## config.mk

```make
export PLATFORM = sky130hd
export DESIGN_NAME = scrypt_nonce_dispatcher
export DESIGN_NICKNAME = d
export VERILOG_FILES = /design/src/rtl/scrypt_nonce_dispatcher.sv
export SDC_FILE = /design/constraint.sdc
export NUM_CORES = 1
export LEC_CHECK = 0
export BUFFER_PORTS_ARGS = -buffer_cell sky130_fd_sc_hd__buf_2
export CELL_PAD_IN_SITES_DETAIL_PLACEMENT = 1
export CELL_PAD_IN_SITES_GLOBAL_PLACEMENT = 2
export CORE_AREA = 2 2 530 532
export CTS_CLUSTER_SIZE = 40
export DETAILED_ROUTE_END_ITERATION = 16
export DIE_AREA = 0 0 532 534
export PLACE_DENSITY_LB_ADDON = 0.08
export RECOVER_POWER = 25
export SKIP_CTS_REPAIR_TIMING = 1
export SLEW_MARGIN = 20
export SYNTH_ARGS = -nofsm -noshare
export SYNTH_HDL_FRONTEND = slang
export SYNTH_SLANG_ARGS = --single-unit
```

## constraint.sdc

```tcl
create_clock -name clk -period 1.9 [get_ports clk]
set_clock_uncertainty 0.05 [all_clocks]
set_input_delay 0.57 -clock clk [delete_from_list [all_inputs] [get_ports clk]]
set_output_delay 0.57 -clock clk [all_outputs]
set_load 0.02 [all_outputs]
```

## src/rtl/scrypt_nonce_dispatcher.sv

```systemverilog
// Work-dispatch front end for scrypt_top: sweeps the 32-bit nonce field of a
// 640-bit header one hash at a time and reports the first matching nonce.
module scrypt_nonce_dispatcher #(
    parameter int NONCE_LSB         = 608,
    parameter bit CONTINUE_ON_MATCH = 1'b0
) (
    input  logic         clk,
    input  logic         n_rst,
    input  logic         work_valid,
    input  logic [639:0] work_data,
    output logic         work_ready,
    input  logic         abort,
    output logic         core_enable,
    output logic [639:0] core_data,
    input  logic         core_hash_done,
    input  logic         core_match_found,
    output logic         result_valid,
    output logic [31:0]  result_nonce,
    input  logic         result_ack,
    output logic         exhausted,
    output logic         busy,
    output logic [31:0]  hash_count
);

    typedef enum logic [1:0] {
        ST_IDLE   = 2'd0,
        ST_LAUNCH = 2'd1,
        ST_WAIT   = 2'd2,
        ST_REPORT = 2'd3
    } state_t;

    state_t        state_r;
    logic          core_enable_r;
    logic [639:0]  core_data_r;
    logic [31:0]   nonce_r;
    logic          result_valid_r;
    logic [31:0]   result_nonce_r;
    logic          exhausted_r;
    logic [31:0]   hash_count_r;

    logic          nonce_last_s;
    logic [31:0]   nonce_inc_s;

    function automatic logic [639:0] insert_nonce(input logic [639:0] hdr,
                                                  input logic [31:0]  nonce);
        logic [639:0] tmp;
        tmp                    = hdr;
        tmp[NONCE_LSB +: 32]   = nonce;
        return tmp;
    endfunction

    // The end-of-range test uses the current nonce, so the sweep never wraps to 0.
    always_comb begin
        nonce_last_s = (nonce_r == 32'hFFFF_FFFF);
        nonce_inc_s  = nonce_r + 32'd1;
    end

    // Dispatcher state machine with all job-visible registers.
    always_ff @(posedge clk or negedge n_rst) begin
        if (!n_rst) begin
            state_r        <= ST_IDLE;
            core_enable_r  <= 1'b0;
            core_data_r    <= 640'd0;
            nonce_r        <= 32'd0;
            result_valid_r <= 1'b0;
            result_nonce_r <= 32'd0;
            exhausted_r    <= 1'b0;
            hash_count_r   <= 32'd0;
        end else begin
            core_enable_r <= 1'b0;
            exhausted_r   <= 1'b0;
            if (abort) begin
                state_r        <= ST_IDLE;
                result_valid_r <= 1'b0;
            end else begin
                case (state_r)
                    ST_IDLE: begin
                        if (work_valid) begin
                            core_data_r   <= work_data;
                            nonce_r       <= work_data[NONCE_LSB +: 32];
                            hash_count_r  <= 32'd0;
                            core_enable_r <= 1'b1;
                            state_r       <= ST_LAUNCH;
                        end else begin
                            state_r <= ST_IDLE;
                        end
                    end
                    ST_LAUNCH: begin
                        state_r <= ST_WAIT;
                    end
                    ST_WAIT: begin
                        if (core_hash_done) begin
                            hash_count_r <= hash_count_r + 32'd1;
                            if (core_match_found) begin
                                result_valid_r <= 1'b1;
                                result_nonce_r <= nonce_r;
                                state_r        <= ST_REPORT;
                            end else if (nonce_last_s) begin
                                exhausted_r <= 1'b1;
                                state_r     <= ST_IDLE;
                            end else begin
                                nonce_r       <= nonce_inc_s;
                                core_data_r   <= insert_nonce(core_data_r, nonce_inc_s);
                                core_enable_r <= 1'b1;
                                state_r       <= ST_LAUNCH;
                            end
                        end else begin
                            state_r <= ST_WAIT;
                        end
                    end
                    ST_REPORT: begin
                        if (result_ack) begin
                            result_valid_r <= 1'b0;
                            if (CONTINUE_ON_MATCH == 1'b0) begin
                                state_r <= ST_IDLE;
                            end else if (nonce_last_s) begin
                                exhausted_r <= 1'b1;
                                state_r     <= ST_IDLE;
                            end else begin
                                nonce_r       <= nonce_inc_s;
                                core_data_r   <= insert_nonce(core_data_r, nonce_inc_s);
                                core_enable_r <= 1'b1;
                                state_r       <= ST_LAUNCH;
                            end
                        end else begin
                            state_r <= ST_REPORT;
                        end
                    end
                    default: begin
                        state_r <= ST_IDLE;
                    end
                endcase
            end
        end
    end

    assign work_ready   = (state_r == ST_IDLE);
    assign busy         = (state_r != ST_IDLE);
    assign core_enable  = core_enable_r;
    assign core_data    = core_data_r;
    assign result_valid = result_valid_r;
    assign result_nonce = result_nonce_r;
    assign exhausted    = exhausted_r;
    assign hash_count   = hash_count_r;

endmodule

```

## Yosys cells after proc, flatten, opt, wreduce, memory -nomap -nowiden

Index checks and enable logic that the tools add are counted.

| operators by class | value |
|---|---|
| add/subtract/negate cells | 2 |
| equality and inequality tests | 11 |
| muxes and demuxes | 36 |
| bitwise operators | 2 |
| reduce and logical (&&, ||, !) cells | 9 |

Operators by type and width:

| operator | number |
|---|---|
| $mux 640 | 4 |
| $pmux 640 s2 | 1 |
| $mux 32 | 6 |
| $pmux 32 s2 | 2 |
| $add 32x1->32 const B | 2 |
| $eq 32x32->1 const B | 1 |
| $mux 1 | 16 |
| $reduce_and 4->1 | 4 |
| $ne 3x3->1 const B | 3 |
| $mux 2 | 4 |
| $ne 2x2->1 const B | 4 |
| $pmux 2 s4 | 1 |
| $reduce_and 6->1 | 1 |
| $eq 2x2->1 const B | 2 |
| $pmux 1 s2 | 2 |
| $reduce_bool 2->1 | 2 |
| $reduce_bool 3->1 | 1 |
| $eq 2x1->1 const B | 1 |
| $logic_not 2->1 | 1 |
| $not 1->1 | 2 |

| storage, ports and cells | value |
|---|---|
| flip-flop bits (word level) | 741 |
| input bits | 647 |
| output and inout bits | 709 |
| logic and storage cells | 69 |

## Logic depth before layout (Yosys ltp)

Gate-level depths: netlist (run 1).

| depth | value |
|---|---|
| depth in word-level cells | 6 |
| depth in mapped cells | 9 |
| depth with buffers taken out | 7 |

## Worst setup path after synthesis (run 1)

No wires, ideal clock.

| timing path | value |
|---|---|
| path kind | flip-flop to flip-flop |
| start point | register, netlist name core_data[608] |
| end point | register core_data_r[636] (netlist: core_data[636]) |
| setup time | 0.094 ns |
| data arrival time | 2.078 ns |
| data required time | 1.756 ns |
| slack | -0.322 ns |
| stages on the path, launching flop included | 9 |
| buffers on the path | 1 |
| clock period less this slack | 2.222 ns |
| cells stage by stage | dfrtp_1 -> ha_1 -> nand3_1 -> nor4_4 -> a41oi_4 -> nor2_4 -> inv_2 -> buf_6 -> a221oi_2 |

RTL lines:

| element | RTL line | source |
|---|---|---|
| to (signal assigned) | 79 | `core_data_r <= work_data;` |
| to (signal assigned) | 103 | `core_data_r <= insert_nonce(core_data_r, nonce_inc_s);` |
| to (signal assigned) | 121 | `core_data_r <= insert_nonce(core_data_r, nonce_inc_s);` |
| to (decl) | 34 | `logic [639:0] core_data_r;` |

## Worst setup path after layout (run 1)

| timing path | value |
|---|---|
| start point | register state_r[0] |
| end point | output port busy |

| on the way | value |
|---|---|
| longest elaborated chain between the ends | 1 |

RTL lines:

| element | RTL line | source |
|---|---|---|
| from (decl) | 32 | `state_t state_r;` |
| from (signal assigned) | 61 | `state_r <= ST_IDLE;` |
| from (signal assigned) | 73 | `state_r <= ST_IDLE;` |
| from (signal assigned) | 83 | `state_r <= ST_LAUNCH;` |
| $reduce_bool 2->1 | 138 | `assign busy = (state_r != ST_IDLE);` |
| to (decl) | 21 | `output logic busy,` |

Every way passes these cells.

==> results, run 1 <==
- The count of final hold-check violations came to 0.
- The number of different library cells in the post-synthesis netlist is 61.
- The count of H-tree levels built during CTS is 3.
- The top achievable clock speed is 437 MHz.
- In the final routed layout, each cell accounts on average for 23.0 µm.
- After global routing the overflow that remains totals 0.
- Summed over all nets, the switching power comes to 0.0224 W.
- The most used flip-flop cell after synthesis is dfrtp_1.
- The final-report max-slew violation count is 0.
- Setup repair after global routing could not meet its margin everywhere.
- The maximum vdd ir drop is 0.687 mV.
- The quantity of I/O buffers inserted on ports is 1,355.
- The final worst-path setup slack is -389 ps.
- In the final layout, the share of cells above drive strength 1 is 37.4%.
- Using the TritonRoute via totals, the vias-per-cell ratio works out to 3.32.
- TritonCTS built the clock tree.
- STA classifies the critical path endpoint as an output port.
- After synthesis the netlist holds a flip-flop and latch count of 709.
- The fraction of post-synthesis cell area in the top cell type by area is 63.6%.
- The maximum number of pins on one net before global-route repair is 89.
- Summed over all cells, the static leakage comes to 27.4 nW.
- Sequential cells account for 34.0% of the total power.
- Setup slack on the worst reg-to-reg path comes out at -210 ps.
- In this run switching power makes up 37.9% of total power.
- The start-to-end type of the worst setup path is register to output port.
- The routability congestion estimate is 0.793.
- The deepest clock path buffer count is 3.
- In the synthesized netlist, the number of instances is 3,126.
- The total wirelength of the detailed-routed design is 212,000 µm.
- After synthesis, the cell types taking the most area are dfrtp_1 (64%), nand2_1 (25%), clkbuf_1 (1.9%).
- The HPWL reported at the end of detailed placement is 164,000 µm.
- The total area inside the core boundary comes to 0.278 mm².
- Before CTS, the worst setup slack after placement is -495 ps.
- The synthesis warning total is 0.
- Data on the critical path is required at its endpoint by 1280 ps.
- The average cell area after synthesis is 8.92 µm².
- For this run, the post-layout net count is 6,022.
- The data arrival at the endpoint of the critical path is 1670 ps.
- The starting DRC count in detailed routing is 962.
- The class of the tightest hold or removal check is input port to register.
- The part of the cycle the worst path needs is 120%.
- The internal cell power is 0.0366 W.
- After synthesis, the share of flip-flops with an asynchronous set or reset is 100%.
- The number of top-level pins is 1,356.
- In this run, synthesis inferred 0 flip-flops with an integrated enable.
- For the pin with the worst max-slew slack, the measured transition is 971 ps.
- The count of nets left with antenna violations once routing finished came out at 0.
- The relative slew slack is 35.3%.
- The count of standard-cell rows is 194.
- The die width is 532 µm.
- The tree is rooted in a clkbuf_16.
- The area of the multi-input gates is 0.00977 mm².
- The initial antenna violation count came to 112.
- The final reports fail on setup timing.
- The startpoint type of the worst setup path is a register.
- The cell taking the most area after synthesis is dfrtp_1.
- The clock network is responsible for 34.1% of the overall power.
- Detailed routing inserted a total of 30.6k vias.
- The tool flagged a number of max-cap violations equal to 0.
- The clock network latency to the later pin of the worst-skew pair is 750 ps.
- The number of global-route vias before repair is 30.7k.
- By instance count, the leading cell after synthesis is nand2_1.
- The maximum net fanout on the critical path is 3.
- The number of detailed-routing iterations run before antenna repair is 4.
- The first global-routing pass estimated 275,000 µm of wire.
- The run finished, with violations left.
- The sequential element share of the synthesized area is 63.6%.
- Clock-pin slew was measured on the worst setup and hold paths at 60 ps.
- The number of nets in the synthesized netlist is 3,775.
- The clock net sink count is 709.
- For this run, the total global-route usage over all layers was measured as 14.0%.
- The number of design rule violations left after detail routing is 0.
- For the finished layout, the period the worst path requires is 2290 ps.
- The area of the die is 0.284 mm².
- The final hold slack is 22.3 ps.
- The power share of the combinational group is 31.8%.
- The number of buffers created by CTS is 108.
- The number of inserted filler cells in the final layout is 32.9k.
- The accumulated negative setup slack is -72,530 ps.
- Ranked by instance count, the synthesized netlist is headed by nand2_1 (1,870), dfrtp_1 (709), clkbuf_1 (139).
- Setup violations remaining at the end of the flow were counted as 1,246.
- The effective utilization at floorplan is 10.0%.
- For this design the ratio of total power to cell area is 1110 mW/mm².
- From synthesis to final layout, the design area changed by 91.4%.
- The height of the chip is 534 µm.
- The post-synthesis instance area is 0.0279 mm².
- The area taken by flip-flops and latches is 0.0178 mm².
layer usage:
| metal | global-route usage, % | routed length, µm |
|---|---|---|
| met1 | 14.4 | 80300 |
| met2 | 24.0 | 104000 |
| met3 | 7.87 | 21700 |
| met4 | 4.34 | 5930 |
| met5 | 0 | 392 |
worst max-delay path: stages (launching register included):
cell and delay [ps]:
dfrtp_2 410, buf_6 120, nor2_4 100, buf_6 120, inv_2 40, buf_6 120
logic make-up after synthesis:
| group | count (synthesis) | synth area share [%] |
|---|---|---|
| xor+xnor | 20 | 0.628 |
| compound gates | 145 | 3.45 |
| flops | 709 | 63.6 |
| fa+ha+maj | 2 | 0.0897 |
| simple gates | 2034 | 28.6 |
| mux | 21 | 0.839 |
| buf+inv | 195 | 2.76 |
layout by cell type, fill, tap and decap left out, types with 6 or more instances in the layout:
| cell | instances |
|---|---|
| nand4_1 | 18 |
| dfrtp_2 | 32 |
| clkbuf_8 | 24 |
| buf_16 | 10 |
| inv_1 | 20 |
| dfrtp_1 | 677 |
| buf_12 | 68 |
| nor2_1 | 39 |
| a31oi_1 | 8 |
| mux2_2 | 19 |
| nand2_1 | 1858 |
| nor3_1 | 18 |
| dlygate4sd3_1 | 542 |
| buf_2 | 1304 |
| and3_1 | 12 |
| a21oi_1 | 23 |
| o22ai_1 | 17 |
| nand3_1 | 23 |
| clkinv_2 | 9 |
| buf_4 | 222 |
| diode_2 | 38 |
| clkbuf_1 | 43 |
| buf_6 | 107 |
| nand2_2 | 12 |
| clkbuf_16 | 136 |
| o21ai_0 | 36 |
| nor4_4 | 6 |
| a22oi_1 | 8 |
| or3_1 | 7 |
| xnor2_1 | 15 |
| buf_8 | 24 |
| a22o_1 | 6 |
flip-flops by register name (all words and copies together) (netlist names):
register	cells
result_nonce	32
exhausted	1
state_r	2
core_enable	1
core_data	640
result_valid	1
hash_count	32
worst paths after layout:
check	startpoint	cells past startpoint	endpoint
setup / recovery	state_r[0]	5	busy
hold / removal	work_data[189]	3	core_data[189]
setup reg to reg	state_r[0]	11	core_data[94]
hold reg to reg	core_data[141]	2	core_data[141]
max in group asynchronous	n_rst	4	core_data[626]
min in group asynchronous	n_rst	2	core_data[178]
power by group through the flow:
stage	combinational [W]	sequential (W)	clock (W)
floorplan	0.00339	0.0241	0
global placement	0.0168	0.0203	0
detailed placement	0.0168	0.0203	0
CTS	0.0168	0.0201	0.0214
global route	0.0205	0.0205	0.0218
finish	0.0188	0.0201	0.0201
per-stage QoR:
stage / total power, W / cell area (µm²) / util, % / cells
after detailed placement: 0.0371 / 41700 / 15.0 / 8312
after global routing: 0.0628 / 53300 / 19.2 / 9200
after global placement: 0.0371 / 41700 / 15.0 / 8312
final: 0.0590 / 53400 / 19.2 / 9218
after CTS: 0.0583 / 45100 / 16.2 / 8505
after floorplan: 0.0275 / 28100 / - / 3126
final cells by class:
class	count	area share [%]
Clock buffer	174	5.98
Timing Repair Buffer	2310	32.9
Inverter	22	0.159
Antenna cell	38	0.178
Multi-Input combinational cell	2222	18.3
Tap cell	3724	8.73
Sequential cell	709	33.3
Clock inverter	19	0.441
Power figures use the tool's default switching activity.
==> inputs of run 2 (changes only) <==
- MAX_ROUTING_LAYER: default -> met4
- PLACE_DENSITY: default -> 0.4
- PLACE_DENSITY_LB_ADDON: 0.08 -> default
==> results, run 2 (synthesis gave the netlist of run 1 again) <==
- The kind of end point of the critical path is an output port.
- The clock network latency to the later pin of the worst-skew pair came to 790 ps (+40 ps).
- The count of final hold-check violations came to 1 (+1).
- The HPWL reported at the end of detailed placement is 163,000 µm (-0.64%).
- The worst setup slack for register-to-register paths was -240 ps (-30 ps).
- The TritonCTS clock tree is built.
- The slew at the pin closest to its max-slew limit is 972 ps (+1.24 ps).
- The maximum vdd ir drop was 0.631 mV (-8.2%).
- The routability congestion estimate was 0.861 (+8.6%).
- The startpoint type of the worst setup path is a register.
- The area of the die is 0.284 mm² (unchanged).
- The power density normalized to cell area is 1100 mW/mm² (-0.97%).
- The global-route total usage across every layer came to 14.0% (-0.028 points).
- The final reports fail on hold timing, setup timing.
- The clock net sink count is 709 (unchanged).
- The cell depth of the worst min-delay path is 3 (unchanged).
- The top cell types in the final layout, fill and taps aside, are nand2_1 (1,867), buf_2 (896), dfrtp_1 (659).
- The count of H-tree levels built during CTS is 3 (unchanged).
- The number of cells on the worst reg-to-reg path is 8 (-3).
- The deepest clock path buffer count was 4 (+1).
- The number of vias per cell after detailed routing was 3.32 (about the same).
- The detail-routed net length per standard cell was 21.8 µm (-5.2%).
- The final core utilization was 20.3% (+1.1 points).
- The top achievable clock speed is 441 MHz (+0.89%).
- The starting DRC count in detailed routing was 1,007 (+4.7%).
- The number of detailed-routing iterations run before antenna repair was 5 (+1).
- The core outline area is 0.278 mm² (unchanged).
- The part of the cycle the worst path needs is 119% (-1.1 points).
- The cell sitting at the root of the clock tree is a clkbuf_16.
- The worst hold path terminates at core_data[87].
- The endpoint of the worst register-to-register path is core_data[616].
- The maximum net fanout on the critical path is 3 (unchanged).
- The number of design rule violations left after detail routing came to 0 (unchanged).
- The final hold slack is -1.21 ps (-23.5 ps).
- The fraction of layout instances using a drive strength above 1 is 38.6% (+1.2 points).
- The quantity of I/O buffers inserted on ports came to 1,355 (unchanged).
- The number of buffers created by CTS was 108 (unchanged).
- The post-synthesis to final-layout area growth is 102%.
- The final antenna-violating net count is 0 (unchanged).
- The total power of the final layout is 0.0618 W (+4.7%).
- Setup repair after global routing could not meet its margin everywhere.
- The relative slew slack was 35.2% (-0.083 points).
- The run finished, with violations left.
- The number of top-level pins was 1,356 (unchanged).
- By startpoint and endpoint, the worst setup path is classified as register to output port.
- The number of global-route vias before repair is 30.6k (-0.44%).
- The time the worst path needs with I/O delays and setup is 2270 ps (-20.1 ps).
- The final worst-path setup slack is -368 ps (+20.1 ps).
- The height of the chip is 534 µm (unchanged).
- The most common cell after layout, fill and taps aside is nand2_1.
- The placed instance area came to 0.0416 mm² (-0.32%).
- The via count was 31.2k (+1.9%).
- The final design area excluding fillers was 0.0564 mm² (+5.7%).
- The number of nets at the end of the flow is 6,183 (+2.7%).
- The worst path required time is 1280 ps (about the same).
- The start point of the worst hold path is work_data[87].
- The reg-to-reg critical path startpoint is state_r[0].
- The data arrival at the endpoint of the critical path was 1650 ps (-20 ps).
- The clock input transition at the sequential cells of the worst setup and hold paths is 60 ps (about the same).
- The effective utilization at floorplan is 10.0% (unchanged).
- The final-report max-slew violation count is 0 (unchanged).
- The initial antenna violation count was 104 (-7.1%).
- The count of standard-cell rows is 194 (unchanged).
- The total leakage power is 28.5 nW (+4.0%).
- The total wirelength of the detailed-routed design is 204,000 µm (-3.5%).
- The class of the tightest hold or removal check is input port to register.
- The final setup violation count is 1,098 (-12%).
- The global-route wire length before repair is 268,000 µm (-2.5%).
- The die width is 532 µm (unchanged).
- The maximum number of pins on one net before global-route repair is 86 (-3.4%).
- The total of max-cap violations is 0 (unchanged).
- The number of flip-flops under the largest register name is 640 (unchanged).
- The residual overflow from global routing is 0 (unchanged).
## run 2: changes by cell type in the layout (fill, tap and decap cells not counted), sizes merged
cell / change
bufinv: +4
buf: +135
clkinvlp: -2
clkinv: -4
inv: -1
diode: +13
clkbuf: -25
dlygate4sd3: +44
## run 2: worst max path at each step
| stage | start | to | slack (ps) | cells past startpoint |
|---|---|---|---|---|
| finish | state_r[0] | busy | -370 | 4 |
| global route | state_r[0] | busy | -460 | 4 |
| CTS | state_r[1] | work_ready | -670 | 3 |
| detailed placement | abort | core_data[87] | -320 | 7 |
| global placement | abort | core_data[87] | -340 | 7 |
| floorplan | core_data[620] | core_data[636] | -260 | 8 |
## run 2: power by group
group | total (W) | switching [W] | internal, W
clock network | 0.0199 | 0.00807 | 0.0118
registers | 0.0206 | 0.00234 | 0.0183
logic | 0.0213 | 0.0119 | 0.00935
total | 0.0618 | 0.0223 | 0.0395
## run 2: metal layers
metal | vias up | GRT usage, % | wire, µm
met4 | 0 | 4.55 | 6200
met3 | 277 | 6.55 | 17400
met1 | 15100 | 14.3 | 78600
met5 | - | - | 0
li1 | 14700 | - | -
met2 | 1121 | 23.4 | 102000
## run 2: worst max-delay path: stages (launching register included)
cell	delay, ps
dfrtp_2	430
nor2_4	120
buf_6	140
inv_4	30
buf_6	130
## run 2: per-stage QoR
stage / TNS [ps] / worst slack, ps / hold WS, ps / instances
after CTS: -163810 / -668 / -227 / 8498
after floorplan: -6890 / -261 / 224 / 3126
after detailed placement: -120770 / -323 / 407 / 8315
after global placement: -121620 / -342 / 402 / 8315
final: -80790 / -368 / -1.21 / 9382
after global routing: -208410 / -459 / -0.0328 / 9377
## run 2: layout make-up
cell class              count  area (µm²)
diodes                     51         128
clock buffers             167        3120
clock inverters            16         240
fillers                 32600      222000
inverters                  22        90.1
multi-input cells        2222        9800
flip-flops and latches    709       17800
well taps                3724        4660
repair buffers           2471       20600
==> inputs of run 3 (changes only) <==
- SETUP_SLACK_MARGIN: default -> 0.02
==> results, run 3 (synthesis gave the netlist of run 1 again) <==
- The run finished, with violations left.
- The checks that failed: setup timing.
- The number of nets at the end of the flow is 6,146 (-0.60%).
- The total leakage power came to 28.4 nW (-0.25%).
- The die width is 532 µm (unchanged).
- The residual overflow from global routing was 0 (unchanged).
- The total power of the final layout is 0.0621 W (+0.52%).
- The top cell types in the final layout, fill and taps aside, are nand2_1 (1,859), buf_2 (1,108), dfrtp_1 (650).
- The cell depth of the worst min-delay path came to 3 (unchanged).
- Setup repair after global routing could not meet its margin everywhere.
- The number of global-route vias before repair is 30.4k (-0.45%).
- The clock input transition at the sequential cells of the worst setup and hold paths was 60 ps (about the same).
- The slew at the pin closest to its max-slew limit is 1300 ps (+326 ps).
- The number of vias per cell after detailed routing is 3.34 (+0.66%).
- TritonCTS built the clock tree.
- The final setup violation count was 1,559 (+42%).
- The part of the cycle the worst path needs is 120% (+0.74 points).
- The final worst-path setup slack came to -382 ps (-14.0 ps).
- The starting DRC count in detailed routing is 1,242 (+23%).
- The reg-to-reg critical path startpoint is core_data[622].
- The total of max-cap violations is 0 (unchanged).
- The number of flip-flops under the largest register name is 640 (unchanged).
- The quantity of I/O buffers inserted on ports is 1,355 (unchanged).
- The start-to-end type of the worst setup path is register to output port.
- The number of inserted filler cells in the final layout came to 32.8k (+0.43%).
- STA classifies the critical path startpoint as a register.
- The class of the tightest hold or removal check is input port to register.
- The core outline area is 0.278 mm² (unchanged).
- The start point of the worst hold path is work_data[396].
- The initial antenna violation count was 108 (+3.8%).
- The switching share of total power is 36.0% (-0.10 points).
- The power share of the combinational group came to 32.2% (-2.2 points).
- The endpoint of the worst register-to-register path is core_data[636].
- The global-route track usage on met2 is 23.7% (+0.28 points).
- The height of the chip came to 534 µm (unchanged).
- The number of cells on the worst reg-to-reg path was 10 (+2).
- The kind of end point of the critical path is an output port.
- The count of final hold-check violations is 0 (-1).
- The path with the worst hold slack has its endpoint at core_data[396].
- The worst setup slack for register-to-register paths was -240 ps (about the same).
- The count of standard-cell rows is 194 (unchanged).
- The effective utilization at floorplan is 10.0% (unchanged).
- The post-synthesis to final-layout area growth is 101%.
- The clock net sink count came to 709 (unchanged).
- The detail-routed net length per standard cell is 21.8 µm (+0.19%).
- The via count is 31.2k (+0.23%).
- The number of design rule violations left after detail routing was 0 (unchanged).
- The number of buffers created by CTS is 110 (+1.9%).
- The power density normalized to cell area was 1110 mW/mm² (+1.4%).
- The number of detailed-routing iterations run before antenna repair was 5 (unchanged).
- The HPWL reported at the end of detailed placement was 162,000 µm (-0.73%).
- The share of power burned in registers is 32.9% (-0.5 points).
- The internal cell power is 0.0397 W (+0.68%).
- The worst path required time is 1280 ps (about the same).
- The maximum number of pins on one net before global-route repair was 95 (+10%).
- The most common cell after layout, fill and taps aside is nand2_1.
- The data arrival at the endpoint of the critical path is 1660 ps (about the same).
- The fraction of layout instances using a drive strength above 1 is 38.8% (+0.19 points).
- The relative slew slack was 13.4% (-22 points).
- The clock network latency to the later pin of the worst-skew pair is 850 ps (+60 ps).
- The number of top-level pins is 1,356 (unchanged).
- After global routing, the most crowded layer is met2.
- The final antenna-violating net count came to 0 (unchanged).
- The global-route wire length before repair is 266,000 µm (-0.81%).
- The final-report max-slew violation count was 0 (unchanged).
- The global-route met3 utilization came to 6.13% (-0.42 points).
- The clock network fraction of total power is 34.9% (+2.7 points).
- The accumulated negative setup slack is -143,630 ps (-62,850 ps).
- The clock tree root buffer cell is clkbuf_16.
- The routability congestion estimate is 0.816 (-5.2%).
- The time the worst path needs with I/O delays and setup is 2280 ps (+14.0 ps).
- The final hold slack is 34.9 ps (+36.1 ps).
- The final instance count without filler cells is 9,342 (-0.43%).
- The post-placement setup slack is -383 ps (-60.7 ps).
- The top achievable clock speed is 438 MHz (-0.61%).
- The count of H-tree levels built during CTS is 3 (unchanged).
- The maximum net fanout on the critical path is 3 (unchanged).
- The number of placed instances with taps included came to 8,306 (-0.11%).
- The area of the die is 0.284 mm² (unchanged).
- The switching power is 0.0224 W (+0.22%).
- The met1 capacity usage during global routing is 14.3% (-0.035 points).
- The maximum vdd ir drop is 0.762 mV (+21%).
- The global-route total usage across every layer was 13.9% (-0.11 points).
- The deepest clock path buffer count is 4 (unchanged).
- The total wirelength of the detailed-routed design is 204,000 µm (-0.23%).
==> run 3: changes by cell type in the layout (fill, tap and decap cells not counted), moves of 12 or more <==
cell and delta:
dlygate4sd3_1 +21, clkbuf_16 +18, buf_12 +15, buf_4 -83
buf_2 +212, diode_2 -12, clkbuf_1 -22, buf_6 -218
==> run 3: critical path: stages, from the launching register on <==
cell and delay, ps:
dfrtp_2 430, nor2_4 130, buf_6 140, inv_4 30, buf_6 120
==> run 3: worst max path at each step <==
stage | start | endpoint | slack [ps] | cells after the start
after floorplan | core_data[620] | core_data[636] | -260 | 8
after global placement | abort | core_data[273] | -400 | 8
after detailed placement | abort | core_data[241] | -380 | 8
after CTS | state_r[1] | busy | -640 | 4
after global routing | state_r[0] | busy | -490 | 4
final | state_r[0] | busy | -380 | 4
==> run 3: metal layers <==
layer  up-vias  part of all wire [%]  routed length (µm)
met2      1183                    51              104000
met1     15200                    39               79300
li1      14600                     -                   -
met5         -                     0                   0
met4         0                   2.5                5020
met3       299                   7.9               16000
==> run 3: area by class of cell <==
cell class | instances | area, µm² | share of cell area [%]
Timing Repair Buffer | 2432 | 19500 | 34.9
Sequential cell | 709 | 17800 | 31.9
Multi-Input combinational cell | 2222 | 9970 | 17.8
Tap cell | 3724 | 4660 | 8.34
Clock buffer | 158 | 3220 | 5.77
Clock inverter | 36 | 534 | 0.956
Antenna cell | 39 | 97.6 | 0.175
Inverter | 22 | 87.6 | 0.157
==> run 3: through the flow <==
stage / utilization, % / area (µm²)
after floorplan: - / 28200
after global placement: 15.0 / 41600
after detailed placement: 15.0 / 41600
after CTS: 16.3 / 45400
after global routing: 20.1 / 55900
final: 20.1 / 55900
==> run 3: power groups by stage <==
stage	clock, W	combinational [W]	sequential [W]
after floorplan	0	0.00339	0.0241
after global routing	0.0233	0.0216	0.0208
after CTS	0.0228	0.0165	0.0203
final	0.0217	0.0200	0.0204
after detailed placement	0	0.0165	0.0204
after global placement	0	0.0165	0.0204
